## config.mk

```make
export PLATFORM = sky130hd
export DESIGN_NAME = cruise_controller
export DESIGN_NICKNAME = d
export VERILOG_FILES = /design/src/rtl/cruise_controller.sv
export SDC_FILE = /design/constraint.sdc
export NUM_CORES = 1
export LEC_CHECK = 0
export ABC_AREA = 0
export ABC_CLOCK_PERIOD_IN_PS = 11100
export CORE_MARGIN = 3
export CORE_UTILIZATION = 35
export CTS_CLUSTER_DIAMETER = 200
export DETAILED_ROUTE_END_ITERATION = 12
export PLACE_DENSITY = 0.58
export SETUP_SLACK_MARGIN = 0.02
export SLEW_MARGIN = 20
export SYNTH_ARGS = -nofsm -noshare
export SYNTH_HDL_FRONTEND = slang
export SYNTH_SLANG_ARGS = --single-unit
export TNS_END_PERCENT = 1
```

## constraint.sdc

```tcl
create_clock -name clk -period 11.1 [get_ports clk]
set_clock_uncertainty 0.2 [all_clocks]
set_input_delay 1.665 -clock clk [delete_from_list [all_inputs] [get_ports clk]]
set_output_delay 1.665 -clock clk [all_outputs]
set_load 0.01 [all_outputs]
```

## src/rtl/cruise_controller.sv

```systemverilog
// Cruise-control sequencer: arbitrates driver vs. cruise accelerator and regulates
// the cruise command so vehicle speed tracks a stored set speed.
module cruise_controller #(
   parameter int MIN_SPEED = 30,
   parameter int MAX_SPEED = 180,
   parameter int STEP      = 5,
   parameter int ACC_STEP  = 2,
   parameter int BIG_ERR   = 8
) (
   input  logic       clk,
   input  logic       rst,
   input  logic       engine_on,
   input  logic       tick_speed,
   input  logic [3:0] current_gear,
   input  logic [7:0] speed,
   input  logic [7:0] driver_accel,
   input  logic       is_brake_normal,
   input  logic       is_brake_hard,
   input  logic       btn_main,
   input  logic       btn_set,
   input  logic       btn_resume,
   input  logic       btn_cancel,
   output logic [7:0] accel_out,
   output logic [7:0] set_speed,
   output logic       set_valid,
   output logic       cruise_active,
   output logic [1:0] cc_state
);

   typedef enum logic [1:0] {
      S_OFF      = 2'd0,
      S_STANDBY  = 2'd1,
      S_ACTIVE   = 2'd2,
      S_OVERRIDE = 2'd3
   } state_t;

   localparam logic [7:0] MIN_S    = 8'(MIN_SPEED);
   localparam logic [7:0] MAX_S    = 8'(MAX_SPEED);
   localparam logic [7:0] STEP_V   = 8'(STEP);
   localparam logic [7:0] ADJ_SML  = 8'(ACC_STEP);
   localparam logic [7:0] ADJ_BIG  = 8'(2 * ACC_STEP);
   localparam logic [8:0] BIG_ERR_V = 9'(BIG_ERR);

   function automatic logic [7:0] sat_add(input logic [7:0] a, input logic [7:0] b);
      logic [8:0] s;
      s = {1'b0, a} + {1'b0, b};
      return s[8] ? 8'hFF : s[7:0];
   endfunction

   function automatic logic [7:0] sat_sub(input logic [7:0] a, input logic [7:0] b);
      return (a < b) ? 8'h00 : (a - b);
   endfunction

   state_t     state_q, state_d;
   logic [7:0] set_speed_q, set_speed_d;
   logic       set_valid_q, set_valid_d;
   logic [7:0] cruise_q, cruise_d;
   logic [7:0] accel_q, accel_d;
   logic       main_q, set_q, resume_q, cancel_q;
   logic       armed_q;

   logic              main_p, set_p, resume_p, cancel_p;
   logic              brk, ok_gear, engaged;
   logic signed [8:0] err;
   logic [8:0]        err_mag;
   logic [7:0]        adj;

   // The armed flag masks presses for the first cycle after reset so a button
   // held through reset is seen as already-high rather than as a fresh press.
   assign main_p   = armed_q & btn_main   & ~main_q;
   assign set_p    = armed_q & btn_set    & ~set_q;
   assign resume_p = armed_q & btn_resume & ~resume_q;
   assign cancel_p = armed_q & btn_cancel & ~cancel_q;

   assign brk     = is_brake_normal | is_brake_hard;
   assign ok_gear = (current_gear == 4'd12);
   assign engaged = (state_q == S_ACTIVE) || (state_q == S_OVERRIDE);

   assign err     = $signed({1'b0, set_speed_q}) - $signed({1'b0, speed});
   assign err_mag = err[8] ? 9'(-err) : 9'(err);
   assign adj     = (err_mag > BIG_ERR_V) ? ADJ_BIG : ADJ_SML;

   always_comb begin
      state_d     = state_q;
      set_speed_d = set_speed_q;
      set_valid_d = set_valid_q;
      cruise_d    = cruise_q;
      if (!engine_on) begin
         state_d     = S_OFF;
         set_valid_d = 1'b0;
         set_speed_d = '0;
      end else if (main_p) begin
         if (state_q == S_OFF) begin
            state_d = S_STANDBY;
         end else begin
            state_d     = S_OFF;
            set_valid_d = 1'b0;
         end
      end else if (engaged && (brk || cancel_p || !ok_gear || speed < MIN_S)) begin
         state_d = S_STANDBY;
      end else begin
         case (state_q)
            S_STANDBY: begin
               if (set_p && ok_gear && speed >= MIN_S && speed <= MAX_S && !brk) begin
                  state_d     = S_ACTIVE;
                  set_speed_d = speed;
                  set_valid_d = 1'b1;
                  cruise_d    = driver_accel;
               end else if (resume_p && set_valid_q && ok_gear && speed >= MIN_S && !brk) begin
                  state_d  = S_ACTIVE;
                  cruise_d = driver_accel;
               end
            end
            S_ACTIVE: begin
               if (set_p && !resume_p) begin
                  set_speed_d = ({1'b0, set_speed_q} < 9'(MIN_SPEED + STEP)) ?
                                MIN_S : (set_speed_q - STEP_V);
               end else if (resume_p && !set_p) begin
                  set_speed_d = ({1'b0, set_speed_q} + 9'(STEP) > 9'(MAX_SPEED)) ?
                                MAX_S : (set_speed_q + STEP_V);
               end
               // The tick update only applies when the state is not changing.
               if (driver_accel > cruise_q) begin
                  state_d = S_OVERRIDE;
               end else if (tick_speed) begin
                  if (err > 9'sd0)      cruise_d = sat_add(cruise_q, adj);
                  else if (err < 9'sd0) cruise_d = sat_sub(cruise_q, adj);
               end
            end
            S_OVERRIDE: begin
               if (driver_accel <= cruise_q) state_d = S_ACTIVE;
            end
            default: ;
         endcase
      end
      accel_d = brk ? 8'h00 : ((state_d == S_ACTIVE) ? cruise_d : driver_accel);
   end

   always_ff @(posedge clk) begin
      if (rst) begin
         state_q     <= S_OFF;
         set_speed_q <= '0;
         set_valid_q <= 1'b0;
         cruise_q    <= '0;
         accel_q     <= '0;
         main_q      <= 1'b0;
         set_q       <= 1'b0;
         resume_q    <= 1'b0;
         cancel_q    <= 1'b0;
         armed_q     <= 1'b0;
      end else begin
         state_q     <= state_d;
         set_speed_q <= set_speed_d;
         set_valid_q <= set_valid_d;
         cruise_q    <= cruise_d;
         accel_q     <= accel_d;
         main_q      <= btn_main;
         set_q       <= btn_set;
         resume_q    <= btn_resume;
         cancel_q    <= btn_cancel;
         armed_q     <= 1'b1;
      end
   end

   assign accel_out     = accel_q;
   assign set_speed     = set_speed_q;
   assign set_valid     = set_valid_q;
   assign cruise_active = (state_q == S_ACTIVE) || (state_q == S_OVERRIDE);
   assign cc_state      = state_q;

endmodule
```

==> key figures <==
Outcome
  • Status: completed

Floorplan
  • Core area: 0.00950 sq mm
  • Row count: 35
  • # IOs: 50
  • Die width: 106 microns
  • Initial Utilization: 37.0%
  • Die H: 106 microns
  • Die area: 0.0113 sq mm

Clock network
  • Post-CTS Hold Buffers: 0
  • Post-CTS Setup Inserts: 0
  • Clock transition at path regs: 80 ps
  • TritonCTS Sinks: 32
  • Post-CTS sizing: 0
  • H-tree lvl count: 2
  • CTS tree: built
  • Clk root buf: clkbuf_8
  • CTS Buf Count: 5
  • Clock Path Buffers: 2
  • Worst skew pair latency: 290 ps

Layout
  • Most frequent cells in the layout: clkdlybuf4s50_1 (49), a21oi_1 (46), nor2_1 (38), inv_1 (36)
  • Layout fillers: 1002
  • Syn-to-layout area delta: 19.5%
  • Commonest non-fill, non-tap cell in the layout: clkdlybuf4s50_1
  • Nets: 575
  • Multi-input combinational cell area: between 0.002 and 0.003 sq mm
  • FF+latch area: 641 sq um
  • Layout cells sized above 1: 5.48%
  • Ant. Diodes: 0

Synth
  • Syn nets: 541
  • Post-synth design cell area: 0.00351 sq mm
  • XOR/XNOR share of the synthesized area: roughly 1.2%
  • Synthesized flop and latch total: 32
  • Ys Warns: 0
  • Largest family of logic cells by synthesized area: compound AO/OA/AOI/OAI gates
  • Multiplexer area fraction after synthesis: 0.891%
  • Post-Synthesis Cells: 476
  • Ys async rst share: 0%
  • Number of synthesized flops with an enable pin: 0
  • Syn_area_per_cell: 7.38 sq um
  • Synth Area in Adders: 13.1%
  • Synth Flop Type: dfxtp_1
  • Post-Synth Simple-Gate Area: 24.5%
  • Synthesized-area fraction occupied by ao, oa, aoi and oai cells: 35.4%
  • Synth cell types: between 70 and 80
  • Seq/Total Area, Yosys: 18.2%

Power and ir drop
  • P_leak: around 1.5 nW
  • Peak VDD IR: 0.0621 mV
  • Pwr per Cell Area: 71.8 mW/mm^2
  • Tot Pwr: 0.301 mW

Timing
  • Fin. Hold Viols: 0
  • Endpoints failing setup: 0
  • Pins Over Slew Limit: 0
  • Max Freq: between 0.1 and 0.15 GHz
  • Hold slack final: 336 ps
  • Rel. slew slack: 35.8%
  • Final min period: 7220 ps
  • Worst Max-Slew Pin Slew: a little under 1000 ps
  • RSZ-0062 raised after global routing: false
  • Setup TNS: 0 ps
  • Final period util: 65.0%

Placed design
  • Buffers on Ports: 49
  • Routability cong.: 0.914
  • DP Wirelength: 8070 microns

Critical path
  • CP endpoint kind: flop
  • Reg2Reg Depth: 16
  • Critical path startpoint category: primary input
  • R2r setup slk: just over 5000 ps
  • CP Launch Point: speed[3]
  • Worst r2r src: set_speed[3]
  • Critical path type: in -> reg
  • Worst Path Arrival: 7150 ps
  • Required @ worst endpoint: 11030 ps
  • CP max FO: 8
  • Crit path to: accel_out[1]
  • FF-to-FF End: accel_out[1]

GRT
  • Tot GR Track Use: a little under a fifth
  • First-pass GRT wire length: 17300 microns
  • Vias in the first global route: 3515
  • Largest net degree at the start of global routing: 20
  • Initial antenna violation count: 0
  • Total grt overflow: 0

Routing
  • 1st-iter DRT viols: around 160
  • DRT Wirelength: 10300 microns
  • Via count of the routed design: 3776
  • Detail Route Antenna Nets: 0
  • Via-per-instance ratio: 5.90
  • DR WL/cell: 16.2 microns
  • DRC: 0
  • TritonRoute pass-1 iters: 5

Job
  • Max-Cap Viols: 0

Hold path
  • Worst hold path class: reg -> reg
critical path, stage by stage:
cell and delay, ps:
clkdlybuf4s50_1 560, inv_1 70, ha_1 390, a21o_1 230, a221o_1 360, a211oi_4 240, nor4b_2 490, a32oi_1 200
a221oi_1 790, ha_1 390, nor2b_1 160, or3_1 390, nor3_1 460, nor2_1 90, nor2_1 110, nor2_1 50
a222oi_1 400, a21oi_1 120
per-layer routing:
metal / vias up / part of all wire, % / track usage, %
li1: 1871 / - / -
met1: 1758 / 46 / 24.7
met2: 139 / 47 / 31.0
met3: 8 / 6.0 / 3.34
met4: 0 / 0.72 / 3.52
met5: - / 0 / 0
metrics by stage:
| step | cell area (sq um) | utilization, % | instances | setup WS [ps] |
|---|---|---|---|---|
| global route | 4200 | 44.2 | 640 | 3430 |
| detailed placement | 4090 | 43.0 | 632 | 3660 |
| finish | 4200 | 44.2 | 640 | 3880 |
| floorplan | 3510 | - | 476 | 4700 |
| global placement | 4090 | 43.0 | 632 | 3620 |
| CTS | 4200 | 44.2 | 640 | 3930 |
power breakdown:
group          total, mW  switching (mW)  leakage [nW]  internal, mW
combinational     0.0656          0.0358          1.20        0.0298
sequential         0.119         0.00194         0.260         0.117
clock              0.117          0.0504        0.0541        0.0665
state kept, by name, summed over array words and instances, names as in the netlist:
| name | cells |
|---|---|
| accel_out | 8 |
| cruise_q | 8 |
| set_speed | 8 |
| cc_state | 2 |
| armed_q | 1 |
| cancel_q | 1 |
| main_q | 1 |
| resume_q | 1 |
| set_q | 1 |
| set_valid | 1 |
worst min path at each step:
stage | start | cells after the start | end
final | set_valid | 2 | set_valid
after global routing | set_valid | 2 | set_valid
after CTS | set_valid | 2 | set_valid
after detailed placement | set_valid | 2 | set_valid
after global placement | set_valid | 2 | set_valid
after floorplan | set_valid | 2 | set_valid
cell type report:
cell class,instances,area share (%)
sequential,32,15.3
timing repair buffer,51,12.0
clock buffer,5,1.64
multi-input combinational,383,62.9
tap,129,3.85
clock inverter,3,1.01
inverter,37,3.31
cells by family (layout without fill, tap and decap cells):
group	Yosys count	in the layout
mux	3	3
simple gates	160	160
buf+inv	61	96
xor+xnor	5	5
fa+ha+maj	35	35
compound gates	180	180
flops	32	32
synth_stat cells (all sizes together) (3+ instances only):
cell | instances | area share [%]
a41oi | 5 | 1.2
a221oi | 7 | 1.7
o211a | 3 | 0.86
nand3b | 4 | 0.86
a31oi | 9 | 1.6
ha | 32 | 11
a311oi | 3 | 0.75
nor2b | 13 | 2.4
nand4 | 4 | 0.71
o21ai | 33 | 4.7
o22ai | 5 | 0.89
nor4 | 5 | 1.1
nand3 | 10 | 1.4
and2 | 3 | 0.53
inv | 36 | 3.8
a22oi | 4 | 0.86
o2111ai | 4 | 1.0
o211ai | 9 | 1.9
fa | 3 | 1.7
a221o | 4 | 1.1
nor2 | 38 | 4.1
xnor2 | 3 | 0.75
nor3b | 4 | 0.86
or3 | 6 | 1.1
dfxtp | 32 | 18
nand2 | 32 | 3.4
a22o | 9 | 2.2
or2 | 7 | 1.2
clkbuf | 22 | 2.4
a21oi | 46 | 6.6
nor3 | 17 | 2.6
a21o | 3 | 0.64
a211oi | 11 | 2.8
nand2b | 4 | 0.71
Note: power is estimated with default switching activity, not from simulation.
